===== src/rtl/seg7_scan.sv =====
// seg7_scan: 4-digit multiplexed hex display driver; define SEG7_LZ_BLANK_EN for leading-zero suppression
module seg7_scan #(
  parameter int REFRESH_DIV = 100000
) (
  input  logic        clk,
  input  logic        reset,
  input  logic [15:0] value,
  input  logic        page,
  input  logic        load,
  input  logic        blank,
  output logic [3:0]  an,
  output logic [6:0]  seg,
  output logic        dp
);
  localparam int DW = REFRESH_DIV > 1 ? $clog2(REFRESH_DIV) : 1;
  localparam logic [6:0] HEX [16] = '{7'h40, 7'h79, 7'h24, 7'h30, 7'h19, 7'h12, 7'h02, 7'h78,
                                     7'h00, 7'h10, 7'h08, 7'h03, 7'h46, 7'h21, 7'h06, 7'h0E};
  logic [15:0]   held_q, up;
  logic          page_q, wrap, sup, dp_d, dp_q;
  logic [DW-1:0] div_q, div_d;
  logic [1:0]    idx_q, idx_d;
  logic [3:0]    an_d, an_q;
  logic [6:0]    seg_d, seg_q;
  always_comb begin
    wrap  = div_q == DW'(REFRESH_DIV - 1);
    div_d = wrap ? '0 : div_q + 1'b1;
    idx_d = idx_q + {1'b0, wrap};
    up    = held_q >> {idx_q, 2'b00};
`ifdef SEG7_LZ_BLANK_EN
    sup   = idx_q != 2'd0 && up == 16'h0;
`else
    sup   = 1'b0;
`endif
    dp_d  = !(idx_q == 2'd3 && page_q);
    // a suppressed digit 3 stays enabled when its decimal point marks the upper page
    an_d  = (blank || (sup && dp_d)) ? 4'hF : ~(4'b0001 << idx_q);
    seg_d = sup ? 7'h7F : HEX[up[3:0]];
  end
  always_ff @(posedge clk) begin
    if (reset) begin
      held_q <= '0;
      page_q <= 1'b0;
      div_q  <= '0;
      idx_q  <= '0;
      an_q   <= 4'hF;
      seg_q  <= 7'h7F;
      dp_q   <= 1'b1;
    end else begin
      if (load) begin
        held_q <= value;
        page_q <= page;
      end
      div_q <= div_d;
      idx_q <= idx_d;
      an_q  <= an_d;
      seg_q <= seg_d;
      dp_q  <= dp_d;
    end
  end
  assign an  = an_q;
  assign seg = seg_q;
  assign dp  = dp_q;
endmodule


===== config.mk =====
export PLATFORM = sky130hd
export DESIGN_NAME = seg7_scan
export DESIGN_NICKNAME = d
export VERILOG_FILES = /design/src/rtl/seg7_scan.sv
export SDC_FILE = /design/constraint.sdc
export NUM_CORES = 1
export LEC_CHECK = 0
export ABC_CLOCK_PERIOD_IN_PS = 2600
export BUFFER_PORTS_ARGS = -buffer_cell sky130_fd_sc_hd__clkbuf_2
export CORE_AREA = 2 2 79 81
export DETAILED_ROUTE_END_ITERATION = 12
export DIE_AREA = 0 0 81 83
export PLACE_DENSITY_LB_ADDON = 0.3
export SKIP_LAST_GASP = 1
export SLEW_MARGIN = 0
export SYNTH_ARGS = -nofsm -noshare
export SYNTH_HDL_FRONTEND = slang
export SYNTH_SLANG_ARGS = --single-unit

===== constraint.sdc =====
create_clock -name clk -period 2.6 [get_ports clk]
set_clock_uncertainty 0.1 [all_clocks]
set_input_delay 0 -clock clk [delete_from_list [all_inputs] [get_ports clk]]
set_output_delay 0 -clock clk [all_outputs]
set_load 0.02 [all_outputs]

* After elaboration in Yosys (flattened, before gate mapping)
Memory sizes are Yosys's and may differ from the RTL's. A register that Yosys moved wholly into a read port is not among the register bits.
Index checks and enable logic that the tools add are counted.
** Storage, ports and cells
- Register bits :: 41
- Bits in latches :: 0
- Memory bits (writable) :: 0
- Bits in read-only memories :: 112
- Input bits :: 21
- Output and inout bits :: 12
- Memories :: 1
** Operators by class
- Add/sub/neg operators :: 2
- $mul :: 0
- Divide/modulo/power cells :: 0
- Order comparisons :: 0
- Eq/ne operators :: 2
- Shift-type cells :: 2
- Multiplexer cells :: 0
- Bitwise logic cells :: 2
- Reduce and logical (&&, ||, !) cells :: 4
** Memories
- (name not given) :: depth 16, width 7, read ports 1, clocked after Yosys merged registers in 1, wr ports 0, line 37 : seg_d = sup ? 7'h7F : HEX[up[3:0]];
** Operator list (count)
- adder 17 x 1 -> 17 bit, second input constant :: 1
- equality test 17 bit, second input constant :: 1
- right shift 16 x 4 -> 4 bit :: 1
- NOT 4 -> 5 bit :: 1
- NOT 4 bit :: 1
- OR reduction 2 bit :: 2
- left shift 1 x 2 -> 4 bit, first input constant :: 1
- adder 2 x 1 -> 2 bit :: 1
- equality test 2 bit, second input constant :: 1
- logical AND 1 bit :: 1
- logical NOT 1 bit :: 1

* Longest topological paths before layout
Gate-level depths: netlist of the first run.
- Word-level depth :: 3
- Depth in mapped cells :: 7

* Least setup slack after synthesis of the first run
Ideal clock, no wire load.
- Kind :: register -> register
- From :: register idx_q[0]
- To :: register seg_q[0] (netlist: seg[0])
- Data arrival time :: 1.745 ns
- Data required time :: 2.378 ns
- Setup slack :: 0.633 ns
- Stages on the path, launching flop included :: 7
- Clock period less this slack :: 1.967 ns
- Path through :: dfxtp_1 > buf_6 > mux4_2 > ha_1 > or3b_1 > o221ai_1 > nand2_1
** On the way
- Cells in the longest elaborated chain, start to end :: 2
** Ends and longest elaborated chain
- from (decl) :: line 21 : logic [1:0] idx_q, idx_d;
- from (signal assigned) :: line 54 : idx_q <= idx_d;
- right shift 16 x 4 -> 4 bit :: line 28 : up = held_q >> {idx_q, 2'b00};
- NOT 4 -> 5 bit (not written as such) :: line 37
- to (decl) :: line 23 : logic [6:0] seg_d, seg_q;
No other way between the ends.
A chain may end at the register's enable or synchronous reset.

* Final worst setup path of the first run
- From :: register idx_q[0]
- To :: register seg_q[5] (netlist: seg[5])
Same word-level chain as after synthesis.

==> qor.yml, run 1 <==
status: "finished, final reports clean"
seq_area_um2: 961
p_int_uw: 1130
synth_warnings: 0
final_cell_mix: "48 x dfxtp_1, 36 x nor2_1, 32 x clkbuf_2"
clock_latency_ns: 0.30
p_total_uw: 1470
startpoint_type: "flop"
grt_use_total_pct: 14.1
path_class: "reg -> reg"
layout_commonest_cell: "dfxtp_1"
cp-end-kind: "flop"
path_cells: "mux4_2 > ha_1 > mux2_2 > nand2_1 > o311ai_0"
cts_buffer_depth: 2
die-area_um2: 6720
cp.required_ns: 2.66
seqPwrFrac_pct: 53.3
wl_per_cell_um: 12.7
period_needed_ns: 2.20
htreeDepth: 2
hpwl_um: 2860
synth-seq-area-share_pct: 45.6
critPathArrivalTime_ns: 2.27
start_util_pct: 36.3
drt_first_pass_iters: 4
fin_nets: 290
antenna_found_initial: 0
drv_cap: 0
period_share_pct: 84.6
final-hold-violation-count: 0
multi_input_area_um2: 1070
cts_buffers: 5
cts_root_buf: "clkbuf_8"
ys_types: 39
cts_tree: "yes"
drtAntennaViolNets: 0
die_h_um: 83
max_stage_delay_ns: 0.64
vias: 1656
min_path_type: "in -> reg"
clockPowerShare_pct: 35.9
max_freq_mhz: 454
cts_setup_buffers: 0
fill_cells: 577
combPwrFrac_pct: 10.8
synth_cells: 213
grt_pass1_wl_um: 7370
finalMaxSlewViolations: 0
port_buffers: 32
rows: 28
via_per_inst: 4.91
placed_cells: 311
final_cells: 337
grt_pass1_vias: 1543
ir_worst_vdd_v: 0.000248
gp_congestion: 0.778
fin_setup_tns_ns: 0
placed_cell_area_um2: 2310
power_density_nw_per_um2: 565
synth_nets: 242
die_x_um: 81
rsz0062_at_grt: "false"
postLayoutCoreUtil_pct: 44.7
setup_viol: 0
synth_area_um2: 2110
clock-sinks: 48
grt.overflow.total: 0
area_delta_synth_final_pct: 23.3
drt-total-wl_um: 4270
coreArea_um2: 5820
cellLeakagePower_uw: 0.00104
n_antenna_cell: 0
drive_above_1_share_pct: 19.5
worstMarginPinSlew_ns: 0.557
io_pins: 33
switchingPower_uw: 341
design_area_um2: 2600
switching_share_pct: 23.2
drt-initial-drc-count: 48
critPathSlowestCell: "mux4_2"
drc: 0
r2r_setup_slack_ns: 0.40
crit_fanout: 9
path_clk_slew_ns: 0.08
synth_area_per_cell_um2: 9.90
maxSlewHeadroom_pct: 62.9
ys_ff_latch: 48
grt_max_degree: 27
## cell usage after synthesis
cell      instances  area, um^2
a21oi_1           6        30.0
and3_1            1        6.26
and3_2            1        7.51
and4_1            2        17.5
buf_2             4        20.0
buf_6             2        22.5
clkbuf_1          4        15.0
dfxtp_1          48         961
ha_1              8         100
inv_1             6        22.5
mux2_2            2        22.5
mux2i_1          19         190
mux4_2            4        90.1
nand2_1          10        37.5
nand2_2           1        6.26
nand2b_1          2        12.5
nand3_1           9        45.0
nand3b_1          2        15.0
nand4_1           6        37.5
nand4b_1          1        8.76
nor2_1           36         135
nor2b_1           1        6.26
nor3_1            4        20.0
nor4_1            1        6.26
nor4b_1           1        8.76
o211ai_1          2        15.0
o21ai_0           3        15.0
o221ai_1          2        17.5
o311ai_0          2        17.5
o31a_1            1        8.76
o31ai_1           2        15.0
o31ai_2           1        12.5
or3_1             1        6.26
or3_2             1        7.51
or3_4             1        11.3
or3b_1            1        8.76
or4_1             2        15.0
xnor2_1           7        61.3
xor2_1            6        52.6
## path summary, 6_finish.rpt
path / from / end / cells after the start
max: idx_q[0] / seg[5] / 5
min: reset / held_q[3] / 2
max reg2reg: idx_q[0] / seg[5] / 5
min reg2reg: page_q / dp / 1
## critical path, delay by kind of cell, from the launching register on
family | cells | cell delay, ns
AOI/OAI and AO/OA | 1 | 0.13
adders and majority gates | 1 | 0.27
DFF | 1 | 0.59
and+or+nand+nor | 1 | 0.06
muxes | 2 | 0.92
## state kept, by name (all words and copies together), names as in the netlist
| name | flops |
|---|---|
| div_q | 17 |
| held_q | 16 |
| seg | 7 |
| an | 4 |
| idx_q | 2 |
| dp | 1 |
| page_q | 1 |
## area by class of cell
cell class,instances,share of cell area [%]
Clock buffer,6,2.79
Clock inverter,2,1.35
Inverter,6,0.866
Multi-Input combinational cell,149,41.0
Sequential cell,48,37.0
Tap cell,75,3.61
Timing Repair Buffer,51,13.4
## kinds of logic after synthesis
family	after synthesis	share of synthesized area, %
and+or+nand+nor	84	19.9
xor gates and xnor gates	13	5.40
buffers and inverters	16	3.80
adders and majority gates	8	4.75
DFF	48	45.6
AOI/OAI and AO/OA	19	6.23
muxes	25	14.4
## routing by layer
layer  track usage [%]  part of all wire, %  vias up  wire length, um
met5                 0                    0        -                0
met2              20.3                   44       41             1870
met1              19.7                   50      760             2130
met4              6.32                  2.2        0               93
li1                  -                    -      848                -
met3              3.59                  4.1        7              177
## through the flow
stage               setup slack (ns)  hold slack, ns
CTS                            0.376           0.138
global route                   0.206           0.174
floorplan                      0.633          0.0108
detailed placement             0.384           0.140
finish                         0.399           0.138
global placement               0.444           0.137
## repair_timing
action | 4_1_cts | 5_1_grt
hold buffers | 18 | 0
gates resized for setup | 0 | 0
setup endpoints to repair | 0 | 0
hold endpoints to repair | 21 | 0
## power groups by stage
stage | clock network, uW | logic, uW | registers, uW
CTS | 549 | 159 | 783
floorplan | 0 | 84.0 | 809
global route | 583 | 177 | 787
detailed placement | 0 | 137 | 800
global placement | 0 | 135 | 800
finish | 527 | 158 | 783
No activity file was read; power rests on OpenSTA's default activity.
==> run 2, diff against run 1 <==
- ABC_CLOCK_PERIOD_IN_PS: 2600 -> 2020
- clock period: 2.6 -> 2.02 ns (I/O delays scaled with it)
==> qor.yml, run 2 (synthesis results as in run 1) <==
cts_tree: "yes"
startpoint_type: "flop"
drt_first_pass_iters: 4  # unchanged
max_freq_mhz: 528  # +16%
cts_root_buf: "clkbuf_8"
grt_use_total_pct: 13.7  # -0.45 points
rows: 28  # unchanged
io_pins: 33  # unchanged
path_class: "reg -> reg"
die-area_um2: 6720  # unchanged
antenna_found_initial: 0  # unchanged
start_util_pct: 36.3  # unchanged
min_path_type: "in -> reg"
fill_cells: 574  # -0.52%
grt_pass1_wl_um: 7140  # -3.1%
final-hold-violation-count: 0  # unchanged
coreArea_um2: 5820  # unchanged
drc: 0  # unchanged
fin_setup_tns_ns: 0  # unchanged
critPathTopFamily: "multiplexers"
cts_setup_buffers: 0  # unchanged
top_register: "div_q"
drtAntennaViolNets: 0  # unchanged
grt_max_degree: 26  # -3.7%
via_per_inst: 4.85  # -1.3%
die_h_um: 83  # unchanged
cts_buffers: 5  # unchanged
hpwl_um: 2840  # -0.40%
max_stage_delay_ns: 0.56  # -0.08 ns
ff2ff_path_depth: 5  # unchanged
rsz0062_at_grt: "false"
vias: 1674  # +1.1%
path_cells: "mux4_2 > ha_2 > or3b_1 > o221ai_1 > nand2_1"
critPathSlowestCell: "mux4_2"
largest_reg_flops: 17  # unchanged
grt_pass1_vias: 1593  # +3.2%
setup_viol: 0  # unchanged
critPathArrivalTime_ns: 1.99  # -0.28 ns
design_area_um2: 2660  # +2.1%
layout_commonest_cell: "dfxtp_1"
path_clk_slew_ns: 0.09  # about the same
reg2reg_from: "idx_q[0]"
drv_cap: 0  # unchanged
maxSlewHeadroom_pct: 62.4  # -0.49 points
drt-initial-drc-count: 47  # -2.1%
place_ws_ns: -0.0514  # -0.435 ns
port_buffers: 32  # unchanged
grt.overflow.total: 0  # unchanged
hold_start: "load"
cp-end-kind: "flop"
crit_fanout: 5  # -4
period_needed_ns: 1.89  # -0.306 ns
area_delta_synth_final_pct: 25.9
clock-sinks: 48  # unchanged
crit_cells: 5  # unchanged
cts_buffer_depth: 2  # unchanged
ir_worst_vdd_v: 0.000272  # +9.4%
wl_per_cell_um: 12.1  # -4.4%
placed_cell_area_um2: 2360  # +2.3%
drt-total-wl_um: 4180  # -2.2%
cp.required_ns: 2.12  # -0.54 ns
worstMarginPinSlew_ns: 0.564  # +0.00736 ns
clock_latency_ns: 0.30  # about the same
htreeDepth: 2  # unchanged
die_x_um: 81  # unchanged
gp_congestion: 0.802  # +3.1%
drive_above_1_share_pct: 22.2  # +2.8 points
worstHoldPathCells: 3  # +1
cellLeakagePower_uw: 0.00107  # +2.8%
power_density_nw_per_um2: 683  # +21%
final_cell_mix: "47 x dfxtp_1, 36 x nor2_1, 32 x clkbuf_2"
n_antenna_cell: 0  # unchanged
path_buf_inv: 0  # unchanged
min_to: "held_q[2]"
crit_start: "idx_q[0]"
status: "finished, final reports clean"
period_share_pct: 93.8  # +9.1 points
worstReg2RegEnd: "seg[0]"
fin_nets: 298  # +2.8%
post-route-worst-setup-slack_ns: 0.126  # -0.274 ns
r2r_setup_slack_ns: 0.13  # -0.27 ns
finalMaxSlewViolations: 0  # unchanged
-- run 2: changes by cell type in the layout (fill, tap and decap cells not counted), sizes merged --
cell         before  now
buf               1    8
clkbuf           38   39
clkinv            1    0
bufinv            1    0
dlygate4sd3      18   19
clkinvlp          0    1
-- run 2: worst max-delay path by stage --
| stage | end | slack, ns |
|---|---|---|
| 2_1_floorplan | seg[0] | 0.05 |
| 4_1_cts | seg[0] | 0.04 |
| 5_1_grt | seg[5] | 0.008 |
| 3_3_place_gp | seg[0] | 0.02 |
| 6_report | seg[0] | 0.13 |
| 3_5_place_dp | seg[0] | -0.05 |
-- run 2: worst register-to-register path: stages (launching register included) --
cell and delay [ns]:
dfxtp_4 0.39, mux4_2 0.57, ha_2 0.22, or3b_1 0.37, o221ai_1 0.08, nand2_1 0.07
-- run 2: through the flow --
stage	hold slack [ns]	cells	power, uW	util, %
2_1_floorplan	0.0108	213	1150	-
3_3_place_gp	0.136	318	1210	40.7
3_5_place_dp	0.129	318	1210	40.7
4_1_cts	0.238	345	1840	45.6
5_1_grt	0.264	345	1900	45.7
6_report	0.246	345	1810	45.7
-- run 2: report_power, final --
group	internal, uW	switching [uW]
clock network	279	319
logic	105	105
registers	984	21.3
-- run 2: repair_timing --
item,4_1_cts,5_1_grt
gates cloned,0,0
setup endpoints to repair,1,4
hold buffers,19,0
pin swaps,0,0
endpoints found under the hold margin,27,0
resized for setup,1,2
-- run 2: area by class of cell --
| type | count | area, um^2 | share of cell area [%] |
|---|---|---|---|
| well taps | 75 | 93.8 | 3.53 |
| clock inverters | 1 | 7.51 | 0.283 |
| multi-input cells | 149 | 1070 | 40.3 |
| flip-flops and latches | 48 | 965 | 36.3 |
| clock buffers | 7 | 86.3 | 3.25 |
| repair buffers | 59 | 410 | 15.5 |
| inverters | 6 | 22.5 | 0.848 |
-- run 2: per-layer routing --
layer,GRT usage [%],vias to the layer above,routed length [um]
met3,2.72,10,193
met1,18.3,759,2070
met2,20.1,46,1790
li1,-,859,-
met5,0,-,0
met4,8.01,0,125
==> run 3, diff against run 2 <==
- ABC_AREA: not set -> 1
- CORE_AREA: 2 2 79 81 -> 2 2 82 84
- DIE_AREA: 0 0 81 83 -> 0 0 84 86
==> qor.yml, run 3 <==
rows: 29  # +3.6%
path_class: "reg -> reg"
cts_tree: "yes"
rsz0062_at_grt: "false"
grt_use_total_pct: 15.0  # +1.4 points
top_register: "div_q"
grt.overflow.total: 0  # unchanged
critPathArrivalTime_ns: 1.88  # -0.11 ns
cp.required_ns: 2.11  # about the same
design_area_um2: 2870  # +7.9%
final-hold-violation-count: 0  # unchanged
drtAntennaViolNets: 0  # unchanged
fin_nets: 407  # +37%
fill_cells: 652  # +14%
yosysTopAreaCell: "dfxtp_1"
path_cells: "inv_1 > nand3_1 > nand2_1 > nor2_4 > inv_1 > ha_1 > inv_1 > nand3_1 > nand3_1 > nand3_1"
ys.flop_type: "dfxtp_1"
power_density_nw_per_um2: 690  # +1.1%
maxSlewHeadroom_pct: 70.2  # +7.8 points
die_h_um: 86  # +3.6%
drt-total-wl_um: 5010  # +20%
drt_first_pass_iters: 4  # unchanged
synth_nets: 352  # +45%
cts_buffers: 5  # unchanged
startpoint_type: "flop"
drive_above_1_share_pct: 18.2  # -4.0 points
synth-seq-area-share_pct: 41.6  # -3.9 points
vias: 2102  # +26%
path_clk_slew_ns: 0.09  # about the same
hpwl_um: 3600  # +27%
drc: 0  # unchanged
worstMarginPinSlew_ns: 0.444  # -0.119 ns
cts_hold_buf: 20  # +1
synth_area_leaders: "dfxtp_1 42%, nand2_1 12%, nor2_1 9.9%"
clock-sinks: 48  # unchanged
drt-initial-drc-count: 94  # +100%
max_stage_delay_ns: 0.43  # -0.13 ns
ys_top_cells_by_count: "74 x nand2_1, 61 x nor2_1, 48 x dfxtp_1, 35 x nand3_1, 25 x inv_1"
finalMaxSlewViolations: 0  # unchanged
period_share_pct: 88.8  # -5.0 points
synth_edf_count: 0  # unchanged
htreeDepth: 2  # unchanged
synth_cells: 323  # +52%
crit_top_cell: "nand3_1"
min_path_type: "in -> reg"
critPathSlowestCell: "dfxtp_1"
wl_per_cell_um: 11.0  # -9.4%
synth_most_common_cell: "nand2_1"
via_per_inst: 4.61  # -5.0%
max_freq_mhz: 558  # +5.6%
ctsResizeCount: 0  # -1
synth_warnings: 0  # unchanged
clock_latency_ns: 0.31  # about the same
start_util_pct: 36.8  # +0.50 points
grt_pass1_vias: 2082  # +31%
io_pins: 33  # unchanged
coreArea_um2: 6280  # +7.9%
async_reset_ff_share_pct: 0  # unchanged
cts_setup_buffers: 0  # unchanged
port_buffers: 32  # unchanged
grt_max_degree: 18  # -31%
cellLeakagePower_uw: 0.00129  # +21%
status: "finished, final reports clean"
die_x_um: 84  # +3.7%
die-area_um2: 7220  # +7.5%
synth_area_um2: 2310  # +9.4%
grt_pass1_wl_um: 8890  # +25%
crit_fanout: 6  # +1
ys_types: 29  # -26%
placed_cell_area_um2: 2540  # +7.6%
cp-end-kind: "flop"
gp_congestion: 0.909  # +13%
synth_area_per_cell_um2: 7.14  # -28%
area_delta_synth_final_pct: 24.2
final_cell_mix: "74 x nand2_1, 61 x nor2_1, 48 x dfxtp_1"
antenna_found_initial: 0  # unchanged
synth_top_area_share_pct: 41.6  # -3.9 points
fin_setup_tns_ns: 0  # unchanged
drv_cap: 0  # unchanged
ir_worst_vdd_v: 0.000419  # +54%
setup_viol: 0  # unchanged
layout_commonest_cell: "nand2_1"
largest_reg_flops: 17  # unchanged
cts_root_buf: "clkbuf_8"
n_antenna_cell: 0  # unchanged
ys_ff_latch: 48  # unchanged
cts_buffer_depth: 2  # unchanged
period_needed_ns: 1.79  # -0.101 ns
[run 3: cell types whose count changed in the layout (fill, tap and decap cells not counted), sizes merged, moves of 4 or more]
cell and delta:
nand2 +75, nor2 +31, nand3 +27, inv +22, mux2i -19, o21ai +15
nand4 -5, buf -4, mux4 -4
[run 3: worst paths after layout]
path                  from      to  slack [ns]  cells after the start
setup / recovery  idx_q[1]  seg[0]        0.23                     10
hold / removal        load  page_q        0.08                      4
setup reg to reg  idx_q[1]  seg[0]        0.23                     10
hold reg to reg     page_q      dp        0.34                      1
[run 3: per-stage QoR]
stage	cells	power (uW)	hold slack [ns]	worst slack [ns]	utilization (%)
final	456	1980	0.0796	0.227	45.6
after global placement	428	1240	0.122	0.296	40.5
after CTS	456	2000	0.0806	0.216	45.6
after floorplan	323	1170	-0.0288	0.394	-
after detailed placement	428	1240	0.128	0.239	40.5
after global routing	456	2080	0.111	0.0203	45.6
[run 3: cell families after synthesis]
family / share of synthesized area [%]
buffers and inverters: 7.00
xor gates and xnor gates: 2.66
AOI/OAI and AO/OA: 5.75
and+or+nand+nor: 38.6
adders and majority gates: 4.34
DFF: 41.6
[run 3: routing by layer]
metal / part of all wire [%] / routed length [um] / track usage, % / vias to the layer above
li1: - / - / - / 1122
met1: 48 / 2390 / 18.7 / 940
met5: 0 / 0 / 0 / -
met2: 48 / 2400 / 26.0 / 35
met4: 1.1 / 57 / 4.84 / 0
met3: 3.2 / 162 / 3.27 / 5
[run 3: cell type report]
class	count	area (um^2)	area share (%)
timing repair buffer	56	390	13.6
inverter	29	111	3.89
multi-input combinational	238	1180	41.4
clock inverter	2	38.8	1.35
sequential	48	961	33.5
tap	77	96.3	3.36
clock buffer	6	82.6	2.88
[run 3: critical path: cells and delay by family, from the launching register on]
kind	cells	cell delay [ns]
buf+inv	3	0.32
fa+ha+maj	1	0.23
simple gates	6	0.59
flops	1	0.43
[run 3: report_power, final]
part	switching [uW]	internal, uW	total (uW)
logic	138	100	238
clock network	325	405	730
registers	21.6	989	1010
total	484	1490	1980
